**config.mk**
```make
export PLATFORM = sky130hd
export DESIGN_NAME = ddr_pattern_gen
export DESIGN_NICKNAME = d
export VERILOG_FILES = /design/src/rtl/ddr_traffic_pkg.sv /design/src/rtl/ddr_pattern_gen.sv
export SDC_FILE = /design/constraint.sdc
export NUM_CORES = 1
export LEC_CHECK = 0
export BUFFER_PORTS_ARGS = -buffer_cell sky130_fd_sc_hd__buf_4
export CAP_MARGIN = 20
export CORE_MARGIN = 4
export CORE_UTILIZATION = 40
export CTS_CLUSTER_SIZE = 24
export DETAILED_ROUTE_END_ITERATION = 12
export PLACE_DENSITY = 0.61
export REMOVE_ABC_BUFFERS = 1
export SYNTH_ARGS = -nofsm -noshare
export SYNTH_HDL_FRONTEND = slang
export SYNTH_SLANG_ARGS = --single-unit
```
**constraint.sdc**
```tcl
create_clock -name clk -period 3.4 [get_ports clk]
set_input_delay 0.34 -clock clk [delete_from_list [all_inputs] [get_ports clk]]
set_output_delay 0.34 -clock clk [all_outputs]
set_load 0.05 [all_outputs]
```
**src/rtl/ddr_traffic_pkg.sv**
```systemverilog
// Shared types and constants for the DDR write/read-back traffic checker.
package ddr_traffic_pkg;

  typedef enum logic [2:0] {
    ST_IDLE,
    ST_WAIT_INIT,
    ST_WRITE,
    ST_READ,
    ST_DONE
  } state_e;

  localparam logic [31:0] LFSR_MASK = 32'h8020_0003;

  localparam logic MODE_INC  = 1'b0;
  localparam logic MODE_LFSR = 1'b1;

  // Galois step, shift right, taps x^32+x^22+x^2+x+1.
  function automatic logic [31:0] lfsr_step(input logic [31:0] s);
    return (s >> 1) ^ (s[0] ? LFSR_MASK : 32'h0);
  endfunction

endpackage

```
**src/rtl/ddr_pattern_gen.sv**
```systemverilog
// Beat pattern source shared by the write and read phases: incrementing count or
// 32-bit LFSR. The LFSR is only built when TRAFFIC_CHECKER_LFSR_EN is defined.
module ddr_pattern_gen
  import ddr_traffic_pkg::*;
#(
  parameter int unsigned DATA_W    = 16,
  parameter logic [31:0] LFSR_SEED = 32'h0000_0001
) (
  input  logic              clk,
  input  logic              resetn,
  input  logic              reseed,
  input  logic              advance,
  input  logic              mode,
  output logic [DATA_W-1:0] pattern
);

  logic [DATA_W-1:0] cnt_q, cnt_d;

  always_comb begin
    cnt_d = cnt_q;
    if (reseed)       cnt_d = '0;
    else if (advance) cnt_d = cnt_q + DATA_W'(1);
  end

  always_ff @(posedge clk or negedge resetn) begin
    if (!resetn) cnt_q <= '0;
    else         cnt_q <= cnt_d;
  end

`ifdef TRAFFIC_CHECKER_LFSR_EN
  logic [31:0] lfsr_q, lfsr_d;

  always_comb begin
    lfsr_d = lfsr_q;
    if (reseed)       lfsr_d = LFSR_SEED;
    else if (advance) lfsr_d = lfsr_step(lfsr_q);
  end

  always_ff @(posedge clk or negedge resetn) begin
    if (!resetn) lfsr_q <= LFSR_SEED;
    else         lfsr_q <= lfsr_d;
  end

  assign pattern = (mode == MODE_LFSR) ? lfsr_q[DATA_W-1:0] : cnt_q;
`else
  logic unused_mode;
  assign unused_mode = mode;
  assign pattern     = cnt_q;
`endif

endmodule

```
==> out/results.tsv, run 1 <==
metric	value	unit
req_time_crit_path	3.57	ns
grt_antenna_before_repair	0	
synthSimpleGateAreaFrac	27.4	%
die_height	54.7	µm
layout-drive-gt1-share	32.4	%
worst_pin_slew	0.371	ns
total_power	354	µW
total_power_divided_by_cell_area	333	nW/µm²
std_cell_rows	16	
syn_to_final_growth	21.7	%
port_buffers	19	
detail_route.iter0.violations	11	
final_cells	129	
critical_path.max_fanout	11	
grt_pass1_wl	2820	µm
syn_area	872	µm²
io_pins	21	
synth.top_cell.area_share	45.9	%
outcome	finished clean	
synth.area.top_cells	dfrtp_1 46%, xnor2_1 7.0%, nor2_1 6.0%, nor4_2 5.7%, xor2_1 3.0%	
worst_setup_path_start_kind	flop	
synth_top_family_by_area	simple AND/OR/NAND/NOR gates	
fin_nets	109	
route.vias.total	641	
setup-violations-final	0	
synth_cell_types	27	
synth-adder-area-share	1.43	%
layout_common_cells	19 x buf_4, 16 x dfrtp_1, 14 x nor2_1	
drt_pass1_iterations	4	
via_count_of_the_first_global_routing_pass	599	
routabilityCongestion	0.731	
global_route.overflow_total	0	
final.hold.worst_slack	0.374	ns
grt_max_degree	20	
route.detailed.drc	0	
cts.sinks	16	
n_fill_cell	185	
min_period_over_period	52.4	%
post-route-min-period	1.78	ns
wirelength	1670	µm
tritoncts	built	
fmaxAchievable	561	MHz
final.setup_skew	0.000852	ns
yosys_warnings	0	
synth_top_cell_by_area	dfrtp_1	
grt_use_total	13.6	%
critPathCaptureType	flop	
min_path_type	in -> reg	
final-hold-violation-count	0	
clk_latency	0.28	ns
slew_headroom	75.2	%
fin_util	52.5	%
clockRootBuffer	clkbuf_4	
unrepaired_setup_endpoints_after_global_routing	no	
maxCapViolations	0	
synth_area_in_compound_gates	5.88	%
cp_cell_sequence	nand4_2, nor3_2, nor3b_2, mux2_4	
coreArea	2020	µm²
placed_instance_count	124	
cts_inserted_buffers	3	
dpl.hpwl	1230	µm
leakage	0.000450	µW
synth_xor_area_share	10.0	%
floorplan.initialDensity	43.1	%
route.antenna.remaining_nets	0	
route.detailed.vias_per_inst	4.97	
clock_slew_at_the_register_clock_pins_of_the_worst_setup_and_hold_paths	0.09	ns
worst_path_largest_cell_delay	0.45	ns
timing_max_transition_violations_final	0	
insertedDiodeCount	0	
layout_commonest_cell	buf_4	
ys_seq_elements	16	
post_cts_hold_buffer_count	1	
area_taken_by_multi_input_logic_gates	427	µm²
synth.area.mux_share	4.16	%
cell_count_after_synthesis	82	
worstSetupPathType	reg -> reg	
postCtsSetupBuffers	0	
number_of_gates_resized_after_cts	0	
critical_path_at	1.96	ns
die_width	54.7	µm
crit_path_top_delay_cell	dfrtp_1	
cts_max_path_buffers	2	
postSynthAreaPerCell	10.6	µm²
post_drt_wl_per_cell	12.9	µm
synth_seq_area_share	45.9	%
sequential_area	400	µm²
dieArea	2990	µm²
cts_htree_levels	1	
worst-r2r-setup-slack	1.62	ns
worst_vdd_drop	0.000232	V
tns	0	ns
largest_reg_flops	16	
==> metal layers <==
layer	up-vias	track usage, %	wire length [µm]
li1	322	-	-
met1	307	18.4	827
met2	10	20.3	755
met3	2	3.27	74
met4	0	6.22	12
met5	-	0	0
==> through the flow <==
step	instance area [µm²]	setup slack [ns]
global route	1060	1.54
global placement	1010	1.66
floorplan	838	1.45
CTS	1060	1.62
finish	1060	1.62
detailed placement	1010	1.64
==> report_power, final <==
part           switching [µW]  total (µW)  internal, µW
logic                    21.6        31.5          9.97
registers                4.64         197           193
clock network            59.9         125          65.1
==> cell families after synthesis <==
| kind of cell | Yosys count |
|---|---|
| compound gates | 7 |
| simple gates | 38 |
| xor+xnor | 10 |
| buf+inv | 7 |
| fa+ha+maj | 1 |
| mux | 3 |
| flops | 16 |
==> final timing paths <==
path	cells after the start	to	startpoint
min reg2reg	2	pattern[13]	pattern[13]
min	2	pattern[0]	reseed
max in group asynchronous	2	pattern[14]	resetn
min in group asynchronous	2	pattern[1]	resetn
max	4	pattern[15]	pattern[2]
max reg2reg	4	pattern[15]	pattern[2]
==> worst max-delay path: cells and delay by family (launching register included) <==
kind	cells	cell delay, ns
flops	1	0.45
mux	1	0.31
simple gates	3	0.90
==> cell type report <==
type,instances,area share (%)
Inverter,3,1.06
Multi-Input combinational cell,59,40.2
Clock buffer,4,3.42
Tap cell,27,3.18
Sequential cell,16,37.7
Timing Repair Buffer,20,14.4
==> cells in the mapped netlist <==
master / n
xnor2_1: 7
dfrtp_1: 16
nand3_1: 2
nand4_1: 4
or3_1: 3
nor4b_2: 1
buf_4: 1
a21oi_1: 3
ha_1: 1
inv_1: 3
buf_6: 2
clkbuf_1: 1
nor4_2: 4
mux2i_1: 1
nor2_1: 14
xor2_1: 3
nor3_2: 1
nand4_2: 1
mux2_1: 1
nand2_1: 4
nor2b_1: 1
and3_1: 1
nor3_1: 1
o211ai_4: 1
o21ai_0: 3
nor3b_2: 1
mux2_4: 1
Power figures use the tool's default switching activity.
==> run 2, diff against run 1 <==
--- a/config.mk
+++ b/config.mk
@@ -5,13 +5,14 @@
 export SDC_FILE = /design/constraint.sdc
 export NUM_CORES = 1
 export LEC_CHECK = 0
+export ABC_AREA = 1
 export BUFFER_PORTS_ARGS = -buffer_cell sky130_fd_sc_hd__buf_4
 export CAP_MARGIN = 20
 export CORE_MARGIN = 4
 export CORE_UTILIZATION = 40
 export CTS_CLUSTER_SIZE = 24
 export DETAILED_ROUTE_END_ITERATION = 12
-export PLACE_DENSITY = 0.61
+export PLACE_DENSITY = 0.6
 export REMOVE_ABC_BUFFERS = 1
 export SYNTH_ARGS = -nofsm -noshare
 export SYNTH_HDL_FRONTEND = slang
==> constraint.sdc (replaced) <==
create_clock -name clk -period 1.8 [get_ports clk]
set_input_delay 0.18 -clock clk [delete_from_list [all_inputs] [get_ports clk]]
set_output_delay 0.18 -clock clk [all_outputs]
set_load 0.05 [all_outputs]
==> run 2 against run 1 <==
  * Register-to-register slack got worse by 1.2 ns
  * Cell area increased by 7.7%
  * Non-clock buffer count unchanged
  * Flip-flop and latch count unchanged
  * Clock skew increased by 0.0021 ns
  * Global-route usage increased by 0.24 points
  * Wire length increased by 19%
  * Clock-buffer cell count unchanged
  * Power increased by 94%
  * Critical endpoint is now pattern[10]
  * Largest cell class unchanged
==> out/results.tsv, run 2 <==
metric	value	unit
combinationalPowerShare	10.0	%
worst-r2r-setup-slack	0.43	ns
insertedDiodeCount	0	
power.clock.fraction	36.1	%
worst_pin_slew	0.277	ns
cts_max_path_buffers	2	
largest_reg_flops	16	
drt_pass1_iterations	4	
final.setup_skew	0.00298	ns
route.detailed.drc	0	
post-route-min-period	1.37	ns
worst_r2r_startpoint	pattern[0]	
worst_vdd_drop	0.000431	V
fmaxAchievable	729	MHz
global_route.overflow_total	0	
final_cells	180	
req_time_crit_path	2.03	ns
cts.sinks	16	
routabilityCongestion	0.817	
synth_seq_area_share	43.4	%
layout_common_cells	32 x nand2_1, 28 x nor2_1, 19 x buf_4	
route.antenna.remaining_nets	0	
final-hold-violation-count	0	
setup-violations-final	0	
layout_commonest_cell	nand2_1	
placed_instance_count	175	
route.vias.total	842	
worst_setup_path_start_kind	flop	
power.internal	509	µW
min_path_cells	2	
min_path_type	in -> reg	
worst_setup_path_startpoint	pattern[0]	
timing_max_transition_violations_final	0	
dieArea	3140	µm²
coreArea	2210	µm²
synth_top_cell_by_area	dfrtp_1	
synth.area.top_cells	dfrtp_1 43%, nand2_1 13%, nor2_1 11%, inv_1 6.5%, a21oi_1 3.3%	
async_reset_ff_share	100	%
grt_use_total	13.8	%
yosys_warnings	0	
maxCapViolations	0	
grt.met1_usage	17.6	%
critical_path.n_buffers_inverters	2	
tns	0	ns
unrepaired_setup_endpoints_after_global_routing	no	
setup_ws_final	0.428	ns
cp_cell_sequence	ha_1, nand2_1, inv_1, nand3_2, o21bai_1, inv_1, nor2_1	
n_fill_cell	251	
r2r_end	pattern[10]	
final.hold.worst_slack	0.0720	ns
netlist_top_cells_count	32 x nand2_1, 28 x nor2_1, 16 x dfrtp_1, 16 x inv_1	
cell_count_after_synthesis	129	
power.switching_fraction	25.9	%
layout-drive-gt1-share	22.4	%
post_drt_wl_per_cell	11.1	µm
gr-max-usage-layer	met2	
worstSetupPathType	reg -> reg	
post-synth-top-count-cell	nand2_1	
power_frac_seq	53.9	%
wirelength	1990	µm
fin_nets	159	
critical_path_at	1.60	ns
syn_to_final_growth	23.7	%
synth.top_cell.area_share	43.4	%
syn_area	923	µm²
clock_slew_at_the_register_clock_pins_of_the_worst_setup_and_hold_paths	0.10	ns
ys_seq_elements	16	
number_of_gates_resized_after_cts	0	
fin_util	51.6	%
die_width	56.0	µm
met2_usage	22.4	%
outcome	finished clean	
synth-main-ff-cell	dfrtp_1	
cts_inserted_buffers	3	
cts_htree_levels	1	
postSynthAreaPerCell	7.16	µm²
slew_headroom	81.5	%
min_delay_worst_endpoint	pattern[0]	
port_buffers	19	
grt_pass1_wl	3510	µm
crit_path_top_delay_cell	dfrtp_1	
worst_path_largest_cell_delay	0.44	ns
dpl.hpwl	1520	µm
synth_cell_types	23	
clockRootBuffer	clkbuf_4	
critical_path.max_fanout	5	
post_cts_hold_buffer_count	1	
route.detailed.vias_per_inst	4.68	
tritoncts	built	
critPathCaptureType	flop	
total_power_divided_by_cell_area	601	nW/µm²
synth_enable_flop_cells	0	
grt_antenna_before_repair	0	
total_switching_power	178	µW
grt_max_degree	17	
r2r.worst_path.cells	7	
critical_path.most_common_cell	inv_1	
clk_latency	0.29	ns
via_count_of_the_first_global_routing_pass	835	
global_route.usage.met3	2.32	%
min_from	reseed	
cp_top_family	flip-flops	
postCtsSetupBuffers	0	
floorplan.initialDensity	41.7	%
min_period_over_period	76.2	%
die_height	56.0	µm
io_pins	21	
leakage	0.000567	µW
detail_route.iter0.violations	16	
dp_slack	0.443	ns
std_cell_rows	17	
-- run 2: power by group through the flow --
stage	Clock (µW)	Combinational, µW	Sequential, µW
floorplan	0	22.3	393
global placement	0	67.5	377
detailed placement	0	67.9	378
CTS	254	70.1	370
global route	274	76.6	371
finish	248	68.5	370
-- run 2: layer usage --
layer / vias to the layer above / share of wire (%)
met5: - / 0
met4: 0 / 0.90
met3: 2 / 4.3
met2: 17 / 46
met1: 373 / 49
li1: 450 / -
-- run 2: how the worst max path moves through the flow --
stage,endpoint,slack (ns),cells after the start
2_1_floorplan,pattern[10],0.19,8
3_3_place_gp,pattern[10],0.45,8
3_5_place_dp,pattern[14],0.44,6
4_1_cts,pattern[10],0.43,7
5_1_grt,pattern[14],0.32,6
6_report,pattern[10],0.43,7
-- run 2: logic make-up after synthesis --
logic type                 synth area share (%)
and+or+nand+nor                            38.8
buffers and inverters                      7.86
DFF                                        43.4
AOI/OAI and AO/OA                          7.72
xor gates and xnor gates                  0.949
adders and majority gates                  1.35
-- run 2: metrics by stage --
stage          power [µW]  instance area [µm²]
6_report              687                 1140
5_1_grt               721                 1140
4_1_cts               695                 1140
3_5_place_dp          445                 1100
3_3_place_gp          445                 1100
2_1_floorplan         416                  918
-- run 2: cell type report --
cell class	instances	area, µm²	area share [%]
Clock buffer	4	36.3	3.18
Inverter	18	67.6	5.91
Multi-Input combinational cell	94	450	39.4
Timing Repair Buffer	20	153	13.4
Tap cell	28	35.0	3.07
Sequential cell	16	400	35.0
-- run 2: worst register-to-register path: stages, from the launching register on --
cell      delay (ns)
dfrtp_1         0.44
ha_1            0.22
nand2_1         0.11
inv_1           0.12
nand3_2         0.12
o21bai_1        0.15
inv_1           0.05
nor2_1          0.10
